File: config.mk
export PLATFORM = sky130hd
export DESIGN_NAME = sdram_arbiter
export DESIGN_NICKNAME = d
export VERILOG_FILES = /design/src/rtl/sdram_arbiter.sv
export SDC_FILE = /design/constraint.sdc
export NUM_CORES = 1
export LEC_CHECK = 0
export CORE_MARGIN = 2
export CORE_UTILIZATION = 39
export DETAILED_ROUTE_END_ITERATION = 8
export HOLD_SLACK_MARGIN = 0.08
export PLACE_DENSITY = 0.79
export SYNTH_ARGS = -nofsm -noshare
export SYNTH_HDL_FRONTEND = slang
export SYNTH_SLANG_ARGS = --single-unit
File: constraint.sdc
create_clock -name sdram_clock -period 3.5 [get_ports sdram_clock]
set_input_delay 0.7 -clock sdram_clock [delete_from_list [all_inputs] [get_ports sdram_clock]]
set_output_delay 0.7 -clock sdram_clock [all_outputs]
set_load 0.01 [all_outputs]
File: src/rtl/sdram_arbiter.sv
// Two-port SDRAM access arbiter: a CPU single-word port and a video read-burst
// port share one SDRAM controller, with periodic refresh taking precedence.
module sdram_arbiter #(
  parameter int REFRESH_INTERVAL = 390
) (
  input  logic        sdram_clock,
  input  logic        sdram_reset_n,
  input  logic        cpu_req,
  input  logic        cpu_write,
  input  logic [24:0] cpu_address,
  input  logic [15:0] cpu_data_in,
  output logic [15:0] cpu_data_out,
  output logic        cpu_ack,
  input  logic        vid_req,
  input  logic [24:0] vid_address,
  input  logic [9:0]  vid_num,
  output logic [15:0] vid_data,
  output logic        vid_data_valid,
  output logic        vid_ack,
  output logic [24:0] address,
  output logic [9:0]  access_num,
  output logic [15:0] data_in,
  output logic        write_request,
  output logic        read_request,
  output logic        enable_refresh,
  input  logic        write_flag,
  input  logic        read_flag,
  input  logic        idle,
  input  logic        refresh_mode,
  input  logic [15:0] data_out
);

  localparam logic [2:0] IDLE      = 3'd0;
  localparam logic [2:0] REF_START = 3'd1;
  localparam logic [2:0] REF_WAIT  = 3'd2;
  localparam logic [2:0] CPU_REQ   = 3'd3;
  localparam logic [2:0] CPU_XFER  = 3'd4;
  localparam logic [2:0] VID_REQ   = 3'd5;
  localparam logic [2:0] VID_XFER  = 3'd6;
  localparam logic [2:0] DONE      = 3'd7;

  localparam logic [15:0] REF_LIM = 16'(REFRESH_INTERVAL);

  logic [2:0]  state;
  logic [2:0]  state_nxt;
  logic [15:0] ref_cnt;
  logic        refresh_due;
  logic        ref_hold;
  logic        last_vid;
  logic        gnt_vid;
  logic        lat_write;
  logic [24:0] lat_addr;
  logic [15:0] lat_data;
  logic [9:0]  lat_num;
  logic        granted;
  logic        cpu_flag;
  logic        go_cpu;
  logic        go_vid;

  assign refresh_due = (ref_cnt >= REF_LIM);
  assign cpu_flag    = lat_write ? write_flag : read_flag;
  assign go_cpu      = (state == IDLE) && (state_nxt == CPU_REQ);
  assign go_vid      = (state == IDLE) && (state_nxt == VID_REQ);

  // Tie between both ports goes to whichever was not served last
  always_comb begin
    state_nxt = state;
    case (state)
      IDLE: begin
        if (idle) begin
          if (refresh_due)                           state_nxt = REF_START;
          else if (cpu_req && (!vid_req || last_vid)) state_nxt = CPU_REQ;
          else if (vid_req)                          state_nxt = VID_REQ;
        end
      end
      REF_START: state_nxt = REF_WAIT;
      REF_WAIT:  if (ref_hold && !refresh_mode && idle) state_nxt = IDLE;
      CPU_REQ:   if (cpu_flag) state_nxt = CPU_XFER;
      CPU_XFER:  if (!cpu_flag) state_nxt = DONE;
      VID_REQ:   if (read_flag) state_nxt = VID_XFER;
      VID_XFER:  if (!read_flag) state_nxt = DONE;
      DONE:      state_nxt = IDLE;
      default:   state_nxt = IDLE;
    endcase
  end

  always_ff @(posedge sdram_clock or negedge sdram_reset_n) begin
    if (!sdram_reset_n) begin
      state        <= IDLE;
      ref_cnt      <= 16'd0;
      ref_hold     <= 1'b0;
      last_vid     <= 1'b1;
      gnt_vid      <= 1'b0;
      lat_write    <= 1'b0;
      cpu_data_out <= 16'd0;
    end else begin
      state    <= state_nxt;
      ref_hold <= (state == REF_WAIT);
      if ((state == IDLE) && (state_nxt == REF_START))
        ref_cnt <= 16'd0;
      else if (ref_cnt != 16'hFFFF)
        ref_cnt <= ref_cnt + 16'd1;
      if (go_cpu) begin
        gnt_vid   <= 1'b0;
        lat_write <= cpu_write;
      end else if (go_vid) begin
        gnt_vid   <= 1'b1;
        lat_write <= 1'b0;
      end
      if (state == DONE)
        last_vid <= gnt_vid;
      if ((state == CPU_XFER) && !lat_write && read_flag)
        cpu_data_out <= data_out;
    end
  end

  // Request parameters are frozen at grant; later requester changes are ignored
  always_ff @(posedge sdram_clock) begin
    if (go_cpu) begin
      lat_addr <= cpu_address;
      lat_data <= cpu_data_in;
      lat_num  <= 10'd1;
    end else if (go_vid) begin
      lat_addr <= vid_address;
      lat_data <= 16'd0;
      lat_num  <= (vid_num == 10'd0) ? 10'd1 : vid_num;
    end
  end

  assign granted = (state == CPU_REQ) || (state == CPU_XFER) ||
                   (state == VID_REQ) || (state == VID_XFER);

  assign address        = granted ? lat_addr : 25'd0;
  assign access_num     = granted ? lat_num : 10'd0;
  assign data_in        = (granted && lat_write) ? lat_data : 16'd0;
  assign write_request  = (state == CPU_REQ) && lat_write;
  assign read_request   = ((state == CPU_REQ) && !lat_write) || (state == VID_REQ);
  assign enable_refresh = (state == REF_START);
  assign cpu_ack        = (state == DONE) && !gnt_vid;
  assign vid_ack        = (state == DONE) && gnt_vid;
  assign vid_data       = (state == VID_XFER) ? data_out : 16'd0;
  assign vid_data_valid = (state == VID_XFER) && read_flag;

endmodule

==> results of run 1 <==
stage by stage:
step,instances,instance area (um2)
after floorplan,409,4650
after global placement,726,6660
after detailed placement,726,6660
after CTS,742,6980
after global routing,742,6980
final,742,6980
final cells by class:
type                       count  share of cell area (%)
sequential                    90                    34.5
multi-input combinational    287                    29.9
timing repair buffer         199                    28.1
clock buffer                  13                    3.89
tap                          143                    2.56
clock inverter                 3                   0.645
inverter                       7                   0.376
worst max-delay path, cell delays in order (launching register included):
cell and delay, ps:
dfrtp_1 470, inv_1 210, and3_1 220, or2_1 130, buf_4 310, and2_1 220, clkdlybuf4s50_1 550
cell families (layout without fill, tap and decap cells):
family / after synthesis / in the layout / synth area share [%]
muxes: 45 / 45 / 12.4
and+or+nand+nor: 175 / 175 / 23.1
DFF: 90 / 90 / 51.9
buffers and inverters: 32 / 222 / 3.40
AOI/OAI and AO/OA: 64 / 64 / 8.43
xor gates and xnor gates: 1 / 1 / 0.189
adders and majority gates: 2 / 2 / 0.539
final timing paths:
check	from	end	cells past startpoint
max	state[2]$_DFF_PN0_	address[17]	6
min	lat_num[5]$_SDFFE_PP0P_	lat_num[5]$_SDFFE_PP0P_	2
max reg2reg	ref_cnt[0]$_DFFE_PN0P_	lat_addr[2]$_DFFE_PP_	7
min reg2reg	lat_num[5]$_SDFFE_PP0P_	lat_num[5]$_SDFFE_PP0P_	2
max in group asynchronous	sdram_reset_n	cpu_data_out[1]$_DFFE_PN0P_	1
min in group asynchronous	sdram_reset_n	ref_cnt[3]$_DFFE_PN0P_	1
synthesized netlist by cell type (3+ instances only):
cell / count / area share (%)
a21oi_1: 20 / 2.2
and2_1: 71 / 9.6
and3_1: 20 / 2.7
buf_2: 3 / 0.32
buf_6: 4 / 0.97
clkbuf_1: 17 / 1.4
dfrtp_1: 38 / 20
dfxtp_1: 10 / 4.3
edfxtp_1: 41 / 27
inv_1: 7 / 0.57
mux2_2: 22 / 5.3
mux2_4: 20 / 6.5
mux2i_1: 3 / 0.65
nand2_1: 15 / 1.2
nand3_1: 7 / 0.75
nand4_1: 11 / 1.5
nor2_1: 14 / 1.1
nor3_1: 7 / 0.75
nor4_1: 3 / 0.40
o21ai_0: 20 / 2.2
o2bb2ai_1: 5 / 0.94
o31ai_1: 6 / 0.97
or3_1: 6 / 0.81
or4_1: 6 / 0.97
power by group through the flow:
stage               clock network [mW]  registers, mW  logic (mW)
global placement                     0           1.76        2.11
detailed placement                   0           1.78        2.16
global route                      1.08           1.82        2.32
floorplan                            0           1.70        1.16
finish                            1.02           1.77        2.16
CTS                               1.04           1.76        2.18
sequential cells by signal, indices dropped and copies added, names as in the netlist:
name / cells
state: 3
lat_data: 16
gnt_vid: 1
cpu_data_out: 16
last_vid: 1
lat_write: 1
ref_cnt: 16
lat_num: 10
lat_addr: 25
ref_hold: 1
metal layers:
metal | GRT usage [%] | wire length [um]
met2 | 33.3 | 6470
met4 | 9.51 | 353
met5 | 0 | 0
met1 | 23.8 | 5060
met3 | 2.46 | 633
==> reports/qor.csv, run 1 <==
stage;metric;value;unit
sta;Max Freq;316;MHz
floorplan;Die Ht;113;um
power;combinational share of power;43.7;%
sta;Slew headroom;39.9;%
final_layout;ratio of cells with drive above 1 in the final layout;13.0;%
final_layout;most common cell after layout, fill and taps aside;clkdlybuf4s50_1;
sta;clock skew;6.26;ps
outcome;failing checks;DRC;
power;Leak;2.66;nW
synthesis;post-synthesis sequential area ratio;51.9;%
sta;Fin. Hold Viols;0;
drt;Pre-Repair DR Iteration Count;6;
floorplan;Initial Utilization;40.3;%
floorplan;Die X;113;um
drt;Post-DRT Antenna Nets;0;
final_layout;Layout area overhead;50.3;%
clocking;Clock Tree Buf Depth;2;
setup_path;WP data arrival;2470;ps
place;Placement Setup Slack;616;ps
worst_hold_path;worst hold path class;flip-flop to flip-flop;
sta;setup ws final;333;ps
place;hpwl dp;9.20;mm
setup_path;Critical Path RT;2800;ps
synthesis;syn_nets;512;
clocking;Worst-path clk slew;60;ps
sta;final worst path period need;3170;ps
run;max-cap viol count;0;
outcome;outcome;finished with violations;
place;Buffers on Ports;189;
drt;DRT iter0 DRCs;211;
setup_path;kind of critical path;flip-flop to output port;
power;Pint;3.25;mW
sta;unrepaired setup endpoints after global routing;false;
clocking;clk sink count;90;
sta;Setup Total Neg Slack;0;ps
grt;gr usage total;19.3;%
drt;vias;3909;
power;Switching Share;34.1;%
power;VDD IR max;0.336;mV
place;GP Congestion;0.802;
clocking;H-tree lvl count;3;
clocking;TritonCTS clock tree;done;
synthesis;Most used DFF post-synth;edfxtp_1;
final_layout;area of the multi-input gates;2090;um2
final_layout;Post-Route Utilization;60.6;%
grt;initial antenna violation count;0;
synthesis;Post-synth EDFFs;41;
setup_path;Crit. End Element;output port;
floorplan;Core Region;11500;um2
power;PwrDens;707;nW/um2
drt;drt wl/cell;16.9;um
clocking;Root Buffer Master;clkbuf_16;
floorplan;Placement Rows;39;
power;sequential share of power;35.8;%
synthesis;yosys warns;0;
grt;first-pass GRT wire length;19.4;mm
floorplan;DIE AREA;12800;um2
drt;Residual DRC;9;
power;Clock power frac;20.6;%
clocking;worst-skew pair later-pin latency;340;ps
sta;Final Max Tran Viols;0;
floorplan;I/O pin count;190;
synthesis;register bit total from synthesis;90;
drt;final WL;12.5;mm
synthesis;post-synthesis cell type count;49;
final_layout;most frequent cells in the layout;clkdlybuf4s50_1 (188), and2_1 (71), edfxtp_1 (41);
clocking;cts repair resizes;0;
grt;GR Overflow Total;0;
final_layout;ant diodes;0;
final_layout;FF/Latch Area;2410;um2
drt;via density per instance;5.27;
setup_path;R2R Setup Slk;980;ps
sta;Least-Margin Pin Slew;897;ps
clocking;hold_buf cts;0;
final_layout;fillcell total;960;
grt;vias in the first global route;3831;
synthesis;Mapped Cells;409;
setup_path;crit path max fanout;38;
final_layout;NumNets Final;697;
synthesis;Post-synth ARST share;43.3;%
synthesis;synthesized area;4640;um2
sta;final cycle utilization of the critical path;90.5;%
synthesis;syn_area_per_cell;11.4;um2
power;Tot Pwr;4.94;mW
setup_path;CP Launch Type;flip-flop;
clocking;# Post-CTS Setup Buffers;0;
sta;Setup violations, final;0;
clocking;total CTS buffers;9;
grt;largest net degree at the start of global routing;42;
power;switching power;1.69;mW
sta;worst hold margin;471;ps
(Power assumes the default switching activity.)
==> run 2, diff against run 1 <==
==> constraint.sdc (replaced) <==
create_clock -name sdram_clock -period 2.8 [get_ports sdram_clock]
set_input_delay 0.56 -clock sdram_clock [delete_from_list [all_inputs] [get_ports sdram_clock]]
set_output_delay 0.56 -clock sdram_clock [all_outputs]
set_load 0.01 [all_outputs]
==> run 2 against run 1 <==
Wire length shrank 1.8%. Setup slack worse by 220 ps. First-iteration DRC count decreased by 18%. Flip-flop and latch count stayed put. Highest routed layer unchanged. The flow still finishes with violations (DRC). Count of clock-buffer cells in the layout shrank 2.
==> reports/qor.csv, run 2 (same netlist as run 1, synthesis figures left out) <==
stage;metric;value;unit
outcome;outcome;finished with violations;
outcome;failing checks;DRC;
sta;final cycle utilization of the critical path;96.1;%
floorplan;Die Ht;113;um
clocking;hold_buf cts;0;
place;hpwl dp;9.44;mm
sta;worst hold margin;347;ps
grt;gr usage total;19.3;%
worst_hold_path;worst hold path class;primary input to asynchronous set/reset pin;
clocking;TritonCTS clock tree;done;
setup_path;worst path cell trace;inv_4, and3_4, or2_4, buf_12, and3_1, clkdlybuf4s50_1;
drt;Post-DRT Antenna Nets;0;
power;Leak;2.81;nW
grt;GR Overflow Total;0;
clocking;Root Buffer Master;clkbuf_16;
sta;Fin. Hold Viols;0;
drt;Residual DRC;9;
run;max-cap viol count;0;
setup_path;r2r endpoint;lat_addr[23]$_DFFE_PP_;
final_layout;Post-Route Utilization;61.6;%
power;Clock power frac;20.1;%
sta;Least-Margin Pin Slew;900;ps
power;switching power;2.11;mW
sta;Setup violations, final;0;
floorplan;Placement Rows;39;
power;Pint;4.13;mW
sta;Max Freq;372;MHz
sta;Setup Total Neg Slack;0;ps
drt;via density per instance;5.15;
floorplan;I/O pin count;190;
power;PwrDens;880;nW/um2
power;Switching Share;33.7;%
drt;Pre-Repair DR Iteration Count;6;
clocking;total CTS buffers;9;
setup_path;R2R Setup Slk;390;ps
setup_path;CP Launch Type;flip-flop;
setup_path;Crit path largest cell delay;530;ps
final_layout;ratio of cells with drive above 1 in the final layout;14.7;%
final_layout;Final Non-Filler Cells;747;
power;combinational share of power;44.9;%
sta;Final Max Tran Viols;0;
drt;DRT iter0 DRCs;173;
floorplan;Die X;113;um
setup_path;worst path bufs/invs;3;
place;Placed Cells;730;
setup_path;CP max stage cell;clkdlybuf4s50_1;
final_layout;Layout area overhead;52.7;%
setup_path;WP data arrival;2130;ps
floorplan;Core Region;11500;um2
grt;vias in the first global route;3854;
grt;initial antenna violation count;0;
floorplan;Initial Utilization;40.3;%
clocking;H-tree lvl count;3;
drt;final WL;12.3;mm
power;VDD IR max;0.346;mV
setup_path;Critical Path RT;2240;ps
final_layout;Biggest register;lat_addr;
sta;final worst path period need;2690;ps
final_layout;most common cell after layout, fill and taps aside;clkdlybuf4s50_1;
drt;drt wl/cell;16.5;um
final_layout;max reg flops;25;
sta;clock skew;6.66;ps
final_layout;NumNets Final;702;
grt;first-pass GRT wire length;19.3;mm
clocking;Worst-path clk slew;60;ps
clocking;worst-skew pair later-pin latency;340;ps
sta;Slew headroom;40.0;%
grt;largest net degree at the start of global routing;47;
place;Buffers on Ports;189;
setup_path;CP delay by family, top;buffers and inverters;
clocking;Clock Tree Buf Depth;2;
final_layout;most frequent cells in the layout;clkdlybuf4s50_1 (182), and2_1 (71), edfxtp_1 (41);
final_layout;ant diodes;0;
drt;vias;3846;
setup_path;Crit. End Element;output port;
clocking;clk sink count;90;
setup_path;kind of critical path;flip-flop to output port;
sta;unrepaired setup endpoints after global routing;false;
setup_path;worst r2r path cells;7;
place;GP Congestion;0.819;
setup_path;r2r startpoint;ref_cnt[0]$_DFFE_PN0P_;
power;sequential share of power;35.1;%
setup_path;crit path max fanout;38;
floorplan;DIE AREA;12800;um2
final_layout;fillcell total;941;
[run 2: cell types whose count changed in the layout (fill, tap and decap cells not counted), sizes merged]
cell / previous run / this run
clkbuf: 13 / 11
clkinv: 0 / 2
clkdlybuf4s50: 188 / 182
dlymetal6s2s: 0 / 6
inv: 7 / 9
clkinvlp: 2 / 0
buf: 11 / 16
[run 2: timing repair]
| action | in CTS | in global routing |
|---|---|---|
| endpoints found under the setup margin | 51 | 51 |
| pin swaps | 0 | 0 |
| setup buffers | 0 | 1 |
| resized for setup | 3 | 9 |
[run 2: power by group through the flow]
stage,logic (mW),registers (mW),clock network (mW)
global route,3.03,2.25,1.34
finish,2.80,2.19,1.25
detailed placement,2.79,2.21,0
CTS,2.82,2.18,1.28
global placement,2.73,2.18,0
floorplan,1.46,2.13,0
[run 2: worst max-delay path by stage]
stage                                  start               endpoint  slack, ps  depth (start not counted)
final                     state[2]$_DFF_PN0_             data_in[5]        110                          6
after global routing      state[2]$_DFF_PN0_             data_in[5]         30                          6
after CTS                 state[2]$_DFF_PN0_            data_in[15]         20                          6
after detailed placement                idle  lat_addr[0]$_DFFE_PP_        140                          5
after global placement                  idle  lat_addr[2]$_DFFE_PP_        210                          5
after floorplan                         idle  lat_addr[0]$_DFFE_PP_         80                          4
[run 2: area by class of cell]
| cell class | instances | area (um2) | share of cell area, % |
|---|---|---|---|
| timing repair buffer | 204 | 2060 | 29.1 |
| inverter | 7 | 28.8 | 0.406 |
| tap | 143 | 179 | 2.52 |
| multi-input combinational | 287 | 2100 | 29.6 |
| sequential | 90 | 2410 | 34.0 |
| clock inverter | 5 | 58.8 | 0.829 |
| clock buffer | 11 | 254 | 3.58 |
[run 2: through the flow]
stage	total power [mW]	cell area, um2	worst slack (ps)
global placement	4.91	6740	211
CTS	6.28	7060	15.9
detailed placement	5.00	6740	136
finish	6.24	7090	109
global route	6.62	7090	26.2
floorplan	3.58	4650	80.4
[run 2: per-layer routing]
metal	GRT usage [%]	vias to the layer above	share of wire [%]
met4	8.86	0	2.5
met1	23.8	1843	41
li1	-	1871	-
met2	33.7	113	52
met3	2.57	19	4.4
met5	0	-	0
